`src/rtl/gardner_nco.sv`:
```
// -----------------------------------------------------------------------------
// gardner_nco
//
// Timing-recovery NCO for a Gardner symbol synchroniser. A 27-bit modulo-1
// phase register eta (1.0 = 2^27) counts down by the effective step
// W = W0 + frequency_df every clock. W is clamped to [W0/2, 3*W0/2]. Each
// underflow marks an interpolation instant. The fractional interval
// mu = N/D is then derived from the pre-underflow eta (N) and the step (D).
//
// Build option:
//   GARDNER_NCO_MU_DIV_EN defined   : exact mu = floor(256*N/D). A 4-cycle
//                                     radix-4 restoring divider produces it,
//                                     so mu_valid follows strobe by 4 clk.
//   GARDNER_NCO_MU_DIV_EN undefined : mu approximates N/W0 by taking the 8
//                                     bits of N just below the W0 weight,
//                                     saturated to 255. mu_valid coincides
//                                     with strobe.
//
// Parameters:
//   W0_LOG2       nominal step W0 = 2^W0_LOG2 in units of 2^-27
//                 (legal range 8..26)
//
// Ports:
//   clk           system clock, one input sample per cycle
//   rst           asynchronous, active-high reset
//   frequency_df  signed loop-filter correction to the step (2^-27 units)
//   strobe        one-cycle pulse marking an interpolation instant
//   mu            fractional interval (value/256), held between updates
//   mu_valid      one-cycle pulse; mu is updated in the same cycle
//   w_sat         registered flag: the step was clamped in the previous cycle
// -----------------------------------------------------------------------------
module gardner_nco #(
  parameter int W0_LOG2 = 24
) (
  input  logic               clk,
  input  logic               rst,
  input  logic signed [26:0] frequency_df,
  output logic               strobe,
  output logic [7:0]         mu,
  output logic               mu_valid,
  output logic               w_sat
);

  localparam logic [27:0] W0      = 28'd1 << W0_LOG2;
  localparam logic [27:0] W_MIN   = W0 >> 1;
  localparam logic [27:0] W_MAX   = W0 + (W0 >> 1);
  localparam logic [26:0] ETA_RST = '1;

  logic [26:0]        eta_q, eta_d;
  logic               strobe_q;
  logic               w_sat_q;
  logic [7:0]         mu_q, mu_d;
  logic               mu_valid_q, mu_valid_d;

  logic signed [27:0] w_raw;
  logic signed [27:0] w_eff;
  logic signed [27:0] diff;
  logic               clamp;
  logic               underflow;

  // Step computation, clamp and phase decrement.
  // NOTE: every signal assigned in an always_comb gets a default before any
  // branch, so no path leaves it unassigned and no latch is inferred.
  always_comb begin
    w_raw = $signed(W0) + $signed({frequency_df[26], frequency_df});
    w_eff = w_raw;
    clamp = 1'b0;
    if (w_raw < $signed(W_MIN)) begin
      w_eff = $signed(W_MIN);
      clamp = 1'b1;
    end else if (w_raw > $signed(W_MAX)) begin
      w_eff = $signed(W_MAX);
      clamp = 1'b1;
    end
    diff      = $signed({1'b0, eta_q}) - w_eff;
    underflow = diff[27];
    // Wrapping modulo 2^27 is just dropping the sign bit of the difference.
    eta_d     = diff[26:0];
  end

  // NOTE: state registers use non-blocking assignments so every flop samples
  // the values from before the edge, independent of statement order.
  always_ff @(posedge clk or posedge rst) begin
    if (rst) begin
      eta_q      <= ETA_RST;
      strobe_q   <= 1'b0;
      w_sat_q    <= 1'b0;
      mu_q       <= 8'd0;
      mu_valid_q <= 1'b0;
    end else begin
      eta_q      <= eta_d;
      strobe_q   <= underflow;
      w_sat_q    <= clamp;
      mu_q       <= mu_d;
      mu_valid_q <= mu_valid_d;
    end
  end

`ifdef GARDNER_NCO_MU_DIV_EN

  typedef enum logic {
    S_IDLE,
    S_DIV
  } state_e;

  state_e      state_q, state_d;
  logic [1:0]  step_q, step_d;
  logic [27:0] rem_q, rem_d;
  logic [27:0] den_q, den_d;
  logic [5:0]  quo_q, quo_d;

  logic [28:0] rem_x2a, rem_x2b;
  logic [27:0] rem_a, rem_b;
  logic        bit_a, bit_b;

  // Two restoring steps per clock. The remainder always stays below the
  // denominator, so the doubled value fits in one extra bit.
  always_comb begin
    rem_x2a = {rem_q, 1'b0};
    bit_a   = (rem_x2a >= {1'b0, den_q});
    rem_a   = bit_a ? 28'(rem_x2a - {1'b0, den_q}) : rem_x2a[27:0];
    rem_x2b = {rem_a, 1'b0};
    bit_b   = (rem_x2b >= {1'b0, den_q});
    rem_b   = bit_b ? 28'(rem_x2b - {1'b0, den_q}) : rem_x2b[27:0];
  end

  // Divider control. A fresh underflow always wins: it (re)loads N and D and
  // drops any division in flight, including one about to complete.
  always_comb begin
    state_d    = state_q;
    step_d     = step_q;
    rem_d      = rem_q;
    den_d      = den_q;
    quo_d      = quo_q;
    mu_d       = mu_q;
    mu_valid_d = 1'b0;
    if (underflow) begin
      state_d = S_DIV;
      step_d  = 2'd0;
      rem_d   = {1'b0, eta_q};
      den_d   = $unsigned(w_eff);
      quo_d   = 6'd0;
    end else begin
      case (state_q)
        S_DIV: begin
          rem_d  = rem_b;
          quo_d  = {quo_q[3:0], bit_a, bit_b};
          step_d = step_q + 2'd1;
          if (step_q == 2'd3) begin
            state_d    = S_IDLE;
            mu_d       = {quo_q, bit_a, bit_b};
            mu_valid_d = 1'b1;
          end
        end
        default: begin
          state_d = S_IDLE;
        end
      endcase
    end
  end

  // NOTE: the divider datapath registers are reset along with the control so
  // the block comes out of reset in one fully defined state.
  always_ff @(posedge clk or posedge rst) begin
    if (rst) begin
      state_q <= S_IDLE;
      step_q  <= 2'd0;
      rem_q   <= 28'd0;
      den_q   <= 28'd0;
      quo_q   <= 6'd0;
    end else begin
      state_q <= state_d;
      step_q  <= step_d;
      rem_q   <= rem_d;
      den_q   <= den_d;
      quo_q   <= quo_d;
    end
  end

`else

  // Approximate mu = N/W0: the 8 bits directly below the W0 weight, pinned
  // to full scale when N reaches W0 (possible when W > W0).
  always_comb begin
    mu_valid_d = underflow;
    mu_d       = mu_q;
    if (underflow) begin
      if ({1'b0, eta_q} >= W0) begin
        mu_d = 8'hFF;
      end else begin
        mu_d = eta_q[W0_LOG2-1 -: 8];
      end
    end
  end

`endif

  assign strobe   = strobe_q;
  assign mu       = mu_q;
  assign mu_valid = mu_valid_q;
  assign w_sat    = w_sat_q;

endmodule

```
`config.mk`:
```
export PLATFORM = sky130hd
export DESIGN_NAME = gardner_nco
export DESIGN_NICKNAME = d
export VERILOG_FILES = /design/src/rtl/gardner_nco.sv
export SDC_FILE = /design/constraint.sdc
export NUM_CORES = 1
export LEC_CHECK = 0
export ABC_AREA = 1
export BUFFER_PORTS_ARGS = -buffer_cell sky130_fd_sc_hd__buf_4
export CORE_MARGIN = 2
export CORE_UTILIZATION = 35
export CTS_CLUSTER_DIAMETER = 80
export CTS_CLUSTER_SIZE = 40
export DETAILED_ROUTE_END_ITERATION = 6
export GPL_TIMING_DRIVEN = 0
export HOLD_SLACK_MARGIN = 0.03
export SKIP_LAST_GASP = 1
export SYNTH_ARGS = -nofsm -noshare
export SYNTH_HDL_FRONTEND = slang
export SYNTH_SLANG_ARGS = --single-unit
export TNS_END_PERCENT = 10
```
`constraint.sdc`:
```
create_clock -name clk -period 2.1 [get_ports clk]
set_input_delay 0.21 -clock clk [delete_from_list [all_inputs] [get_ports clk]]
set_output_delay 0.21 -clock clk [all_outputs]
set_load 0.02 [all_outputs]
```
# Yosys cells after proc, flatten, opt, wreduce, memory -nomap -nowiden

Cells that the tools add are included.

Add/subtract/negate cells: 2
Magnitude comparators: 3
Mux-type cells: 5

Operators with widths:

| kind                                                                                  | count |
|---|---|
| 28-bit two-way mux                                                                    | 2 |
| 26-bit by 27-bit adder with 28-bit output, first input constant                       | 1 |
| 28-bit by 26-bit greater-than comparator with 1-bit output, second input constant     | 1 |
| 28-bit by 25-bit < comparator with 1-bit output, second input constant                | 1 |
| 28-bit subtractor                                                                     | 1 |
| 27-bit by 25-bit greater-or-equal comparator with 1-bit output, second input constant | 1 |
| 8-bit two-way mux                                                                     | 1 |
| 1-bit two-way mux                                                                     | 2 |

Register bits after elaboration: 37
Input bits: 29

# Logic depth before layout (Yosys ltp)

Gate-level depths: netlist (run 1).

Depth after elaboration: 5
Mapped depth: 20
Gate-level depth less buffers: 20

# Least setup slack after synthesis (run 1)

Ideal clock, no wire load.

Kind: input-to-reg
Start point: in frequency_df[24]
End point: reg mu_q[0], in the netlist mu[0]
Setup time: 117 ps
Arrival time: 2337 ps
Required time: 1983 ps
Path slack: -354 ps
Cell stages on the path: 16
Buffers on the path: 1
Cells stage by stage: ha_1 > xor2_1 > nor2_1 > clkbuf_1 > nand4_1 > ha_1 > nand2_2 > inv_1 > nand2_1 > nand2_1 > nand2_1 > nand2_2 > a21oi_4 > nand2_4 > nand2_1 > nand2_1

Longest elaborated chain between the ends: 5
Elaborated cells on any way between the ends: 6
Those cells by class: add/sub: 2; order compare: 2; mux: 2

Ends and longest elaborated chain:

| what                                                       | line | source |
|---|---|---|
| start: declaration                                         | 37   | `input logic signed [26:0] frequency_df,` |
| 26-bit by 27-bit adder with 28-bit output *                | 65   | `w_raw = $signed(W0) + $signed({frequency_df[26], frequency_df});` |
| 28-bit by 26-bit greater-than comparator with 1-bit output | 71   | `end else if (w_raw > $signed(W_MAX)) begin` |
| 28-bit two-way mux                                         | 71   |  |
| 28-bit two-way mux *                                       | 68   | `if (w_raw < $signed(W_MIN)) begin` |
| 28-bit subtractor *                                        | 75   | `diff = $signed({1'b0, eta_q}) - w_eff;` |
| end signal: assignment                                     | 94   | `mu_q <= mu_d;` |
| end: declaration                                           | 52   | `logic [7:0] mu_q, mu_d;` |

Every way passes the cells marked *; elsewhere a longest branch is shown, timed or not.
A chain may end at the register's enable or synchronous reset.

# Worst setup path after layout (run 1)

Start point: in frequency_df[24]
End point: reg mu_q[2], in the netlist mu[2]

The elaborated chain is that of the path after synthesis.

==> qor.yml, run 1 <==
placement.io_buffers: 39
grt_antenna_before_repair: 0
clk_root_buffer_cell: "sky130_fd_sc_hd__clkbuf_8"
cp_cell_instances: "buf_12 -> clkinv_8 -> buf_4 -> ha_4 -> nor2_4 -> buf_12 -> buf_6 -> nand4_1 -> ha_1 -> nand2_1 -> nand2_2 -> nand2_1 -> nand2_2 -> nand2_2 -> nand2_4 -> a21oi_4 -> nand2_4 -> nand2_2 -> nand2_1"
synth_top_family_by_area: "simple AND/OR/NAND/NOR gates"
synth_simple_gate_area_share_pct: 42.5
finalSetupViolCount: 28
synth_mux_area_share_pct: 0
synth.distinct_cells: 31
floorplan.die.width_um: 106
report.final.slew_viol_count: 0
finalWorstSetupSlack_ns: -0.237
post-route-drc-count: 0
place.detailed.hpwl_um: 7940
achievable-frequency_mhz: 428
power.density_cell_area_mw_per_mm2: 1550
internal_power_w: 0.00379
critical_path.most_common_cell: "sky130_fd_sc_hd__nand2_2"
power.switching_fraction_pct: 50.4
period_needed_ns: 2.34
power.switching_w: 0.00385
relSlewSlack_pct: 41.4
place_ws_ns: -0.764
largest_net_degree_at_the_start_of_global_routing: 38
worst-endpoint-arrival_ns: 2.53
clkTransAtPathRegs_ns: 0.09
fp.dieArea_mm2: 0.0111
timing_worst_setup_path_type: "input port to flop"
postLayoutCellArea_mm2: 0.00494
drv.max_cap_violation_count: 0
worst_skew_pair.late_latency_ns: 0.30
worst_path_max_delay_cell: "sky130_fd_sc_hd__ha_1"
synth_enable_flop_cells: 0
post_synth.cell_area_avg_um2: 6.30
worst_setup_path_end_kind: "flop"
first_pass_grt_wire_length_um: 18000
synth_adder_area_share_pct: 11.6
insertedDiodeCount: 0
timing.final.crit_share_pct: 111
grt_overflow: 0
tns_ns: -3.78
finalClockSkew_ns: 0.00981
unrepaired_setup_endpoints_after_global_routing: "true"
ioPinCount: 40
synthesis.area_mm2: 0.00361
post_synth_xor_area_fraction_pct: 2.91
synth_cells: 573
die_h_um: 106
gp_routability_congestion: 0.915
fp.coreArea_mm2: 0.0102
fill_cells: 1012
total_power_w: 0.00764
drt-vias-per-instance: 4.84
failed_checks: "setup timing"
synth_area_leader_cell: "sky130_fd_sc_hd__nand2_1"
num_vias: 3783
synth_area_leaders: "sky130_fd_sc_hd__nand2_1 (22%), sky130_fd_sc_hd__dfstp_2 (20%), sky130_fd_sc_hd__inv_1 (11%)"
slowest_delay_ns: 0.35
cts-hold-fix-buffers: 0
ctsHtreeMaxLevel: 2
part_of_the_total_power_dissipated_in_sequential_elements_pct: 20.8
totalWireLength_um: 10800
synth-async-reset-ratio_pct: 100
portion_of_the_post_synthesis_area_used_by_sequential_elements_pct: 26.6
outcome: "finished, violations left"
initialDrtViolationCount: 165
yosys.area.top_type_share_pct: 21.9
ir_worst_vdd_v: 0.000502
area_growth_syn_to_layout_pct: 36.7
first_pass_iters: 4
globalRouteTotalUtil_pct: 20.1
power.combinational.fraction_pct: 72.3
drive_above_1_share_pct: 32.2
cts_made_buffers: 5
synth-main-ff-cell: "sky130_fd_sc_hd__dfstp_2"
synth_top_cells_by_count: "sky130_fd_sc_hd__nand2_1 (211), sky130_fd_sc_hd__inv_1 (107), sky130_fd_sc_hd__nand3_1 (44)"
antenna_left: 0
worst-path-max-fanout: 8
yosys_register_bits: 37
cp.required_ns: 2.30
layout.nets: 707
tightest_slew_ns: 0.878
fp-row-count: 37
worst_hold_slack_ns: 0.0963
cell_leakage_power_nw: 2.52
start_kind: "input port"
finalHoldViolations: 0
cts_tree: "done"
routed_wire_length_per_instance_um: 13.8
worst_hold_path_type: "input port to async pin"
placed_cell_area_mm2: 0.00417
synthesis.yosys.warnings: 0
cts_sinks: 37
vias_in_the_first_global_route: 3802
synth-compound-area-share_pct: 4.05
floorplan.initialDensity_pct: 35.5
clock_power_share_pct: 6.9
cts_buffer_depth: 2
post-synth-top-count-cell: "sky130_fd_sc_hd__nand2_1"
logic make-up (layout without fill, tap and decap cells):
family                     after synthesis  count (layout)
AOI/OAI and AO/OA                       23              24
and+or+nand+nor                        351             353
DFF                                     37              37
other                                    1               2
xor gates and xnor gates                12              12
adders and majority gates               33              33
buffers and inverters                  116             185
cells in the final DEF, fill, tap and decap left out, types with 3 or more instances in the layout:
cell type / synthesis / final
sky130_fd_sc_hd__a21o_1: 3 / 3
sky130_fd_sc_hd__a21oi_1: 14 / 13
sky130_fd_sc_hd__a21oi_2: 2 / 3
sky130_fd_sc_hd__buf_4: 1 / 53
sky130_fd_sc_hd__buf_6: 0 / 9
sky130_fd_sc_hd__clkbuf_8: 0 / 5
sky130_fd_sc_hd__dfrtp_1: 10 / 10
sky130_fd_sc_hd__dfstp_2: 27 / 27
sky130_fd_sc_hd__ha_1: 32 / 10
sky130_fd_sc_hd__ha_2: 0 / 4
sky130_fd_sc_hd__ha_4: 0 / 18
sky130_fd_sc_hd__inv_1: 107 / 100
sky130_fd_sc_hd__inv_2: 2 / 8
sky130_fd_sc_hd__nand2_1: 211 / 182
sky130_fd_sc_hd__nand2_2: 8 / 31
sky130_fd_sc_hd__nand2_4: 2 / 9
sky130_fd_sc_hd__nand3_1: 44 / 40
sky130_fd_sc_hd__nand3_2: 2 / 5
sky130_fd_sc_hd__nand4_1: 28 / 28
sky130_fd_sc_hd__nor2_1: 39 / 33
sky130_fd_sc_hd__nor2_2: 8 / 6
sky130_fd_sc_hd__nor2_4: 1 / 9
sky130_fd_sc_hd__nor3_2: 1 / 5
sky130_fd_sc_hd__xor2_1: 10 / 9
what timing repair did:
action | 4_1_cts | 5_1_grt
buffers inserted | 9 | 9
endpoints found under the setup margin | 31 | 32
gates cloned | 7 | 0
gates resized for setup | 53 | 62
pin swaps | 25 | 36
endpoints found under the hold margin | 0 | 0
final timing paths:
path | end | start | cells after the start | slack (ns)
worst max-delay path | mu[2] | frequency_df[24] | 19 | -0.24
worst min-delay path | w_sat | rst | 2 | 0.1
worst min register to register | mu[4] | mu[4] | 2 | 0.48
min in group clk | w_sat | frequency_df[26] | 3 | 0.29
worst max register to register | eta_q[14] | eta_q[0] | 11 | 0.07
max in group asynchronous | mu[0] | rst | 2 | 1.46
area by class of cell:
cell class	instances	area [um^2]	share of cell area, %
inverters	109	422	8.54
multi-input cells	424	2720	55.0
clock inverters	3	17.5	0.355
well taps	136	170	3.45
clock buffers	5	68.8	1.39
plain buffers	7	75.1	1.52
repair buffers	61	509	10.3
flip-flops and latches	37	960	19.4
flip-flops by register name, summed over array words and instances (netlist names):
name / flops
eta_q: 27
mu: 8
mu_valid: 1
w_sat: 1
metrics by stage:
step	util, %	std cells
after detailed placement	40.9	749
final	48.5	782
after floorplan	-	574
after CTS	45.5	773
after global placement	40.9	749
after global routing	48.5	782
power groups by stage:
stage	sequential (W)	clock, W	combinational, W
4_1_cts	0.00156	0.000540	0.00494
3_5_place_dp	0.00153	0	0.00445
2_1_floorplan	0.00156	0	0.00336
6_report	0.00159	0.000527	0.00552
5_1_grt	0.00163	0.000574	0.00620
3_3_place_gp	0.00151	0	0.00440
routing by layer:
layer / GRT usage (%) / up-vias / part of all wire [%]
li1: - / 1924 / -
met1: 26.1 / 1741 / 46
met2: 34.8 / 96 / 47
met3: 2.41 / 22 / 4.3
met4: 6.30 / 0 / 2.5
met5: 0 / - / 0
worst max-delay path: cells and delay by family:
kind / cells / cell delay, ns
AO/OA/AOI/OAI: 1 / 0.27
adder cells (fa/ha/maj): 2 / 0.58
buffers and inverters: 5 / 0.53
AND/OR/NAND/NOR: 11 / 0.95
(Power assumes the default switching activity.)
==> run 2: changes to the inputs <==
Settings changed: TNS_END_PERCENT 10 to not set.
==> qor.yml, run 2 (same netlist as run 1, synthesis figures left out) <==
outcome: "finished, violations left"  # unchanged
failed_checks: "setup timing"  # unchanged
report.final.slew_viol_count: 0  # unchanged
first_pass_iters: 5  # was 4
cp.required_ns: 2.30  # about the same
cp_cell_instances: "buf_12 -> clkinv_8 -> nand2_4 -> nor3_4 -> nand2_1 -> nor2_1 -> nand2_1 -> nand2_4 -> buf_6 -> buf_4 -> nand4_1 -> ha_4 -> nand2_2 -> nand2_2 -> nand2_2 -> nand2_2 -> nand2_2 -> nand3_4 -> nand2_4 -> nand2_2 -> nand2_1 -> nand2_1"  # was buf_12 -> clkinv_8 -> buf_4 -> ha_4 -> nor2_4 -> buf_12 -> buf_6 -> nand4_1 -> ha_1 -> nand2_1 -> nand2_2 -> nand2_1 -> nand2_2 -> nand2_2 -> nand2_4 -> a21oi_4 -> nand2_4 -> nand2_2 -> nand2_1
cts_tree: "done"  # unchanged
post_layout_nonfiller_instances: 811  # was 782
cts-hold-fix-buffers: 0  # unchanged
place.detailed.hpwl_um: 8120  # was 7940 um
place_ws_ns: -0.689  # was -0.764 ns
routed_wire_length_per_instance_um: 15.0  # was 13.8 um
clk_root_buffer_cell: "sky130_fd_sc_hd__clkbuf_8"  # unchanged
insertedDiodeCount: 0  # unchanged
critical_path.most_common_cell: "sky130_fd_sc_hd__nand2_2"  # unchanged
area_growth_syn_to_layout_pct: 55.3  # was 36.7%
clkTransAtPathRegs_ns: 0.09  # about the same
slowest_delay_ns: 0.36  # was 0.35 ns
cell_leakage_power_nw: 2.79  # was 2.52 nW
finalClockSkew_ns: 0.0105  # was 0.00981 ns
reg2reg_setup_slack_ns: 0.14  # was 0.07 ns
period_needed_ns: 2.46  # was 2.34 ns
fp.coreArea_mm2: 0.0102  # unchanged
antenna_left: 0  # unchanged
largest_reg_flops: 27  # unchanged
regToRegStartpoint: "eta_q[0]"  # unchanged
relSlewSlack_pct: 39.9  # was 41.4%
ioPinCount: 40  # unchanged
first_pass_grt_wire_length_um: 17500  # was 18000 um
die_h_um: 106  # unchanged
critPathLaunch: "frequency_df[24]"  # unchanged
finalSetupViolCount: 30  # was 28
gp_routability_congestion: 0.940  # was 0.915
finalWorstSetupSlack_ns: -0.360  # was -0.237 ns
worst_hold_path_type: "input port to async pin"  # unchanged
tns_ns: -7.82  # was -3.78 ns
cts_made_buffers: 5  # unchanged
fp-row-count: 37  # unchanged
finalHoldViolations: 0  # unchanged
tightest_slew_ns: 0.894  # was 0.878 ns
timing.final.crit_share_pct: 117  # was 111%
placement.io_buffers: 39  # unchanged
placedCellCount: 749  # unchanged
post-route-drc-count: 0  # unchanged
grt_antenna_before_repair: 0  # unchanged
largest_net_degree_at_the_start_of_global_routing: 38  # unchanged
ctsHtreeMaxLevel: 2  # unchanged
ir_worst_vdd_v: 0.000502  # about the same
worst_hold_slack_ns: 0.0812  # was 0.0963 ns
layout.nets: 736  # was 707
unrepaired_setup_endpoints_after_global_routing: "true"  # unchanged
grt_overflow: 0  # unchanged
vias_in_the_first_global_route: 3705  # was 3802
layout_commonest_cell: "sky130_fd_sc_hd__nand2_1"  # unchanged
cts_sinks: 37  # unchanged
cts_buffer_depth: 2  # unchanged
totalWireLength_um: 12200  # was 10800 um
num_vias: 4054  # was 3783
worst-endpoint-arrival_ns: 2.66  # was 2.53 ns
drive_above_1_share_pct: 43.7  # was 32.2%
worst_setup_path_end_kind: "flop"  # unchanged
power.density_cell_area_mw_per_mm2: 1630  # was 1550 mW/mm^2
top_register: "eta_q"  # unchanged
globalRouteTotalUtil_pct: 19.8  # was 20.1%
total_power_w: 0.00916  # was 0.00764 W
worst_skew_pair.late_latency_ns: 0.31  # was 0.30 ns
timing_worst_setup_path_type: "input port to flop"  # unchanged
worst_path_max_delay_cell: "sky130_fd_sc_hd__ha_4"  # was sky130_fd_sc_hd__ha_1
start_kind: "input port"  # unchanged
floorplan.die.width_um: 106  # unchanged
floorplan.initialDensity_pct: 35.5  # unchanged
achievable-frequency_mhz: 407  # was 428 MHz
worst-path-max-fanout: 7  # was 8
drt-vias-per-instance: 5.00  # was 4.84
fp.dieArea_mm2: 0.0111  # unchanged
commonest_non_fill_non_tap_cells_in_the_layout: "sky130_fd_sc_hd__nand2_1 (158), sky130_fd_sc_hd__inv_1 (93), sky130_fd_sc_hd__buf_4 (70)"  # was sky130_fd_sc_hd__nand2_1 (182), sky130_fd_sc_hd__inv_1 (100), sky130_fd_sc_hd__buf_4 (53)
initialDrtViolationCount: 217  # was 165
drv.max_cap_violation_count: 0  # unchanged
[run 2: cell types whose count changed in the layout (fill, tap and decap cells not counted), moves of 5 or more]
cell                      change
sky130_fd_sc_hd__nand2_2     +15
sky130_fd_sc_hd__nand3_1     -11
sky130_fd_sc_hd__nor2_2       +5
sky130_fd_sc_hd__nand3_2      +7
sky130_fd_sc_hd__nor2_1       -9
sky130_fd_sc_hd__a21oi_1      -5
sky130_fd_sc_hd__ha_4         +6
sky130_fd_sc_hd__buf_4       +17
sky130_fd_sc_hd__inv_2        +6
sky130_fd_sc_hd__buf_6       +15
sky130_fd_sc_hd__nand2_1     -24
sky130_fd_sc_hd__inv_1        -7
sky130_fd_sc_hd__nand2_4      +9
[run 2: per-layer routing]
layer | track usage (%) | vias to the layer above | share of wire (%)
met5 | 0 | - | 0
met4 | 6.48 | 0 | 2.7
met3 | 2.78 | 28 | 4.5
met2 | 34.1 | 119 | 50
met1 | 25.6 | 1925 | 43
li1 | - | 1982 | -
[run 2: area by class of cell]
class / instances / area (um^2)
sequential: 37 / 960
tap: 136 / 170
multi-input combinational: 423 / 3060
inverter: 109 / 424
buffer: 7 / 77.6
clock inverter: 3 / 65.1
timing repair buffer: 91 / 787
fill: 933 / 4580
clock buffer: 5 / 68.8
[run 2: path summary, 6_finish.rpt]
kind	end	cells after the start
worst max-delay path	mu[2]	22
worst min-delay path	mu[0]	2
worst max register to register	eta_q[12]	10
worst min register to register	mu[3]	2
max in group asynchronous	mu[1]	2
min in group clk	eta_q[0]	5
[run 2: critical path, delay by kind of cell]
kind,cells,cell delay (ns)
AND/OR/NAND/NOR,17,1.70
buffers and inverters,4,0.39
adder cells (fa/ha/maj),1,0.36
[run 2: repair_timing]
action | in CTS | in global routing
gates cloned | 4 | 1
buffers inserted | 13 | 37
gates resized for setup | 56 | 146
setup endpoints to repair | 30 | 32
pin swaps | 28 | 67
[run 2: where the power goes]
group / internal [W] / leakage (nW) / switching (W) / total [W]
combinational: 0.00294 / 2.34 / 0.00385 / 0.00679
clock: 0.000472 / 0.0681 / 0.000299 / 0.000771
sequential: 0.00131 / 0.390 / 0.000286 / 0.00160
[run 2: stage by stage]
step	util, %	instance area [um^2]
detailed placement	41.6	4240
CTS	47.2	4810
global placement	41.6	4240
floorplan	-	3780
global route	55.1	5610
finish	55.1	5610
==> run 3: changes to the inputs <==
Settings changed: ABC_AREA 1 to not set.
==> qor.yml, run 3 <==
outcome: "finished, violations left"  # unchanged
placement.io_buffers: 39  # unchanged
drive_above_1_share_pct: 64.5  # was 43.7%
post_synth.cell_area_avg_um2: 8.86  # was 6.30 um^2
top_register: "eta_q"  # unchanged
place.detailed.hpwl_um: 5890  # was 8120 um
portion_of_the_post_synthesis_area_used_by_sequential_elements_pct: 32.2  # was 26.6%
total_power_w: 0.00936  # was 0.00916 W
ioPinCount: 40  # unchanged
largest_reg_flops: 27  # unchanged
failed_checks: "setup timing"  # unchanged
ctsHtreeMaxLevel: 2  # unchanged
routed_wire_length_per_instance_um: 19.1  # was 15.0 um
layout_commonest_cell: "sky130_fd_sc_hd__buf_4"  # was sky130_fd_sc_hd__nand2_1
synth-async-reset-ratio_pct: 100  # unchanged
critPathLaunch: "frequency_df[18]"  # was frequency_df[24]
floorplan.initialDensity_pct: 36.2  # was 35.5%
floorplan.die.width_um: 96.2  # was 106 um
synth_area_leaders: "sky130_fd_sc_hd__dfstp_2 (24%), sky130_fd_sc_hd__ha_1 (13%), sky130_fd_sc_hd__dfrtp_1 (8.4%)"  # was sky130_fd_sc_hd__nand2_1 (22%), sky130_fd_sc_hd__dfstp_2 (20%), sky130_fd_sc_hd__inv_1 (11%)
die_h_um: 96.2  # was 106 um
timing_worst_setup_path_type: "input port to flop"  # unchanged
post-synth-top-count-cell: "sky130_fd_sc_hd__nand2_1"  # unchanged
unrepaired_setup_endpoints_after_global_routing: "true"  # unchanged
post-route-drc-count: 0  # unchanged
placed_cell_area_mm2: 0.00366  # was 0.00424 mm^2
postLayoutCellArea_mm2: 0.00524  # was 0.00561 mm^2
synth_top_cells_by_count: "sky130_fd_sc_hd__nand2_1 (51), sky130_fd_sc_hd__ha_1 (32), sky130_fd_sc_hd__dfstp_2 (27)"  # was sky130_fd_sc_hd__nand2_1 (211), sky130_fd_sc_hd__inv_1 (107), sky130_fd_sc_hd__nand3_1 (44)
synthesis.yosys.warnings: 0  # unchanged
drt-vias-per-instance: 5.53  # was 5.00
fp.dieArea_mm2: 0.00926  # was 0.0111 mm^2
crit_path_end: "mu[2]"  # unchanged
fp.coreArea_mm2: 0.00822  # was 0.0102 mm^2
relSlewSlack_pct: 27.8  # was 39.9%
finalWorstSetupSlack_ns: -1.44  # was -0.360 ns
synth_cells: 336  # was 573
grt_antenna_before_repair: 0  # unchanged
report.final.slew_viol_count: 0  # unchanged
area_growth_syn_to_layout_pct: 75.8  # was 55.3%
num_vias: 3077  # was 4054
tns_ns: -38.44  # was -7.82 ns
finalSetupViolCount: 35  # was 30
cp.required_ns: 2.29  # was 2.30 ns
worst-r2r-cell-count: 9  # was 10
start_kind: "input port"  # unchanged
grt_overflow: 0  # unchanged
worst-path-max-fanout: 6  # was 7
clkTransAtPathRegs_ns: 0.09  # about the same
routed.top_layer: "met4"  # unchanged
post-route-util_pct: 63.7  # was 55.1%
insertedDiodeCount: 0  # unchanged
cell_leakage_power_nw: 2.14  # was 2.79 nW
clk_root_buffer_cell: "sky130_fd_sc_hd__clkbuf_8"  # unchanged
worst_hold_slack_ns: 0.0678  # was 0.0812 ns
gp_routability_congestion: 0.947  # was 0.940
first_pass_iters: 4  # was 5
met3WireLength_um: 456  # was 549 um
yosys.area.top_type_share_pct: 23.8  # was 21.9%
synthesis.area_mm2: 0.00298  # was 0.00361 mm^2
cts_buffer_depth: 2  # unchanged
ir_worst_vdd_v: 0.000962  # was 0.000502 V
reg2reg_setup_slack_ns: -0.49  # was 0.14 ns
achievable-frequency_mhz: 283  # was 407 MHz
globalRouteTotalUtil_pct: 22.5  # was 19.8%
totalWireLength_um: 10600  # was 12200 um
cts_sinks: 37  # unchanged
worst_skew_pair.late_latency_ns: 0.30  # was 0.31 ns
worst_path_max_delay_cell: "sky130_fd_sc_hd__nor4_2"  # was sky130_fd_sc_hd__ha_4
first_pass_grt_wire_length_um: 15800  # was 17500 um
synth_area_leader_cell: "sky130_fd_sc_hd__dfstp_2"  # was sky130_fd_sc_hd__nand2_1
cts-hold-fix-buffers: 0  # unchanged
period_needed_ns: 3.54  # was 2.46 ns
layout.nets: 512  # was 736
synth_enable_flop_cells: 0  # unchanged
finalHoldViolations: 0  # unchanged
drt-met1-wl_um: 4440  # was 5230 um
slowest_delay_ns: 0.42  # was 0.36 ns
tightest_slew_ns: 1.07  # was 0.894 ns
met2WireLength_um: 5380  # was 6040 um
vias_in_the_first_global_route: 3094  # was 3705
regToRegStartpoint: "eta_q[24]"  # was eta_q[0]
worst_hold_path_type: "input port to async pin"  # unchanged
worst-endpoint-arrival_ns: 3.73  # was 2.66 ns
timing.final.crit_share_pct: 169  # was 117%
commonest_non_fill_non_tap_cells_in_the_layout: "sky130_fd_sc_hd__buf_4 (85), sky130_fd_sc_hd__nand2_1 (30), sky130_fd_sc_hd__dfstp_2 (27)"  # was sky130_fd_sc_hd__nand2_1 (158), sky130_fd_sc_hd__inv_1 (93), sky130_fd_sc_hd__buf_4 (70)
largest_net_degree_at_the_start_of_global_routing: 38  # unchanged
fp-row-count: 33  # was 37
cts_made_buffers: 5  # unchanged
regToRegEndpoint: "mu[2]"  # was eta_q[12]
drv.max_cap_violation_count: 0  # unchanged
initialDrtViolationCount: 175  # was 217
yosys_register_bits: 37  # unchanged
worst_setup_path_end_kind: "flop"  # unchanged
antenna_left: 0  # unchanged
cp_cell_instances: "buf_4 -> nor4_2 -> nand4_1 -> a311o_1 -> a21oi_4 -> buf_4 -> buf_6 -> and2_4 -> ha_4 -> nor2b_4 -> o2111ai_4 -> a21oi_2 -> or3_4 -> a31oi_4 -> buf_6 -> mux2_4"  # was buf_12 -> clkinv_8 -> nand2_4 -> nor3_4 -> nand2_1 -> nor2_1 -> nand2_1 -> nand2_4 -> buf_6 -> buf_4 -> nand4_1 -> ha_4 -> nand2_2 -> nand2_2 -> nand2_2 -> nand2_2 -> nand2_2 -> nand3_4 -> nand2_4 -> nand2_2 -> nand2_1 -> nand2_1
power.density_cell_area_mw_per_mm2: 1790  # was 1630 mW/mm^2
synth-main-ff-cell: "sky130_fd_sc_hd__dfstp_2"  # unchanged
finalClockSkew_ns: 0.0101  # was 0.0105 ns
synth.distinct_cells: 57  # was 31
cts_tree: "done"  # unchanged
[run 3: cell type report]
cell class | instances | area (um^2)
clock buffers | 6 | 82.6
plain buffers | 5 | 61.3
well taps | 105 | 131
repair buffers | 112 | 966
flip-flops and latches | 37 | 960
multi-input cells | 276 | 2950
clock inverters | 2 | 37.5
inverters | 13 | 48.8
fillers | 622 | 2980
[run 3: critical path, delay by kind of cell]
kind | cells | cell delay [ns]
adder cells (fa/ha/maj) | 1 | 0.15
buffers and inverters | 4 | 0.56
AO/OA/AOI/OAI | 5 | 1.23
multiplexers | 1 | 0.31
AND/OR/NAND/NOR | 5 | 1.24
[run 3: worst min-delay path by stage]
| stage | start | endpoint | cells after the start |
|---|---|---|---|
| 3_5_place_dp | rst | mu[7] | 2 |
| 5_1_grt | rst | mu[4] | 2 |
| 6_report | rst | mu[7] | 2 |
| 3_3_place_gp | mu[6] | mu[6] | 1 |
| 4_1_cts | rst | mu[7] | 2 |
| 2_1_floorplan | rst | mu[0] | 1 |
[run 3: report_power, final]
| part | internal [W] | switching (W) | leakage, nW |
|---|---|---|---|
| clock network | 0.000387 | 0.000298 | 0.0574 |
| logic | 0.00356 | 0.00353 | 1.70 |
| registers | 0.00132 | 0.000270 | 0.378 |
| total | 0.00526 | 0.00409 | 2.14 |
[run 3: kinds of logic after synthesis]
kind of cell               Yosys count  share of synthesized area (%)
adders and majority gates           33                           14.1
xor gates and xnor gates            23                           6.76
buffers and inverters               24                           3.53
other                                1                          0.126
and+or+nand+nor                    122                           19.7
AOI/OAI and AO/OA                   87                           20.1
DFF                                 37                           32.2
muxes                                9                           3.36
[run 3: what timing repair did]
item,4_1_cts,5_1_grt
cloned,3,0
gates resized for setup,149,42
pin swaps,76,40
endpoints found under the setup margin,36,35
buffers inserted,58,22
[run 3: per-stage QoR]
stage / instances / setup WS (ns)
after global routing: 556 / -1.49
after global placement: 481 / -2.34
after floorplan: 337 / -1.26
final: 556 / -1.44
after CTS: 544 / -1.33
after detailed placement: 481 / -2.36
[run 3: layer usage]
layer	track usage [%]	vias up
met5	0	-
met4	8.93	0
met3	5.17	33
met2	37.6	113
met1	27.9	1509
li1	-	1422
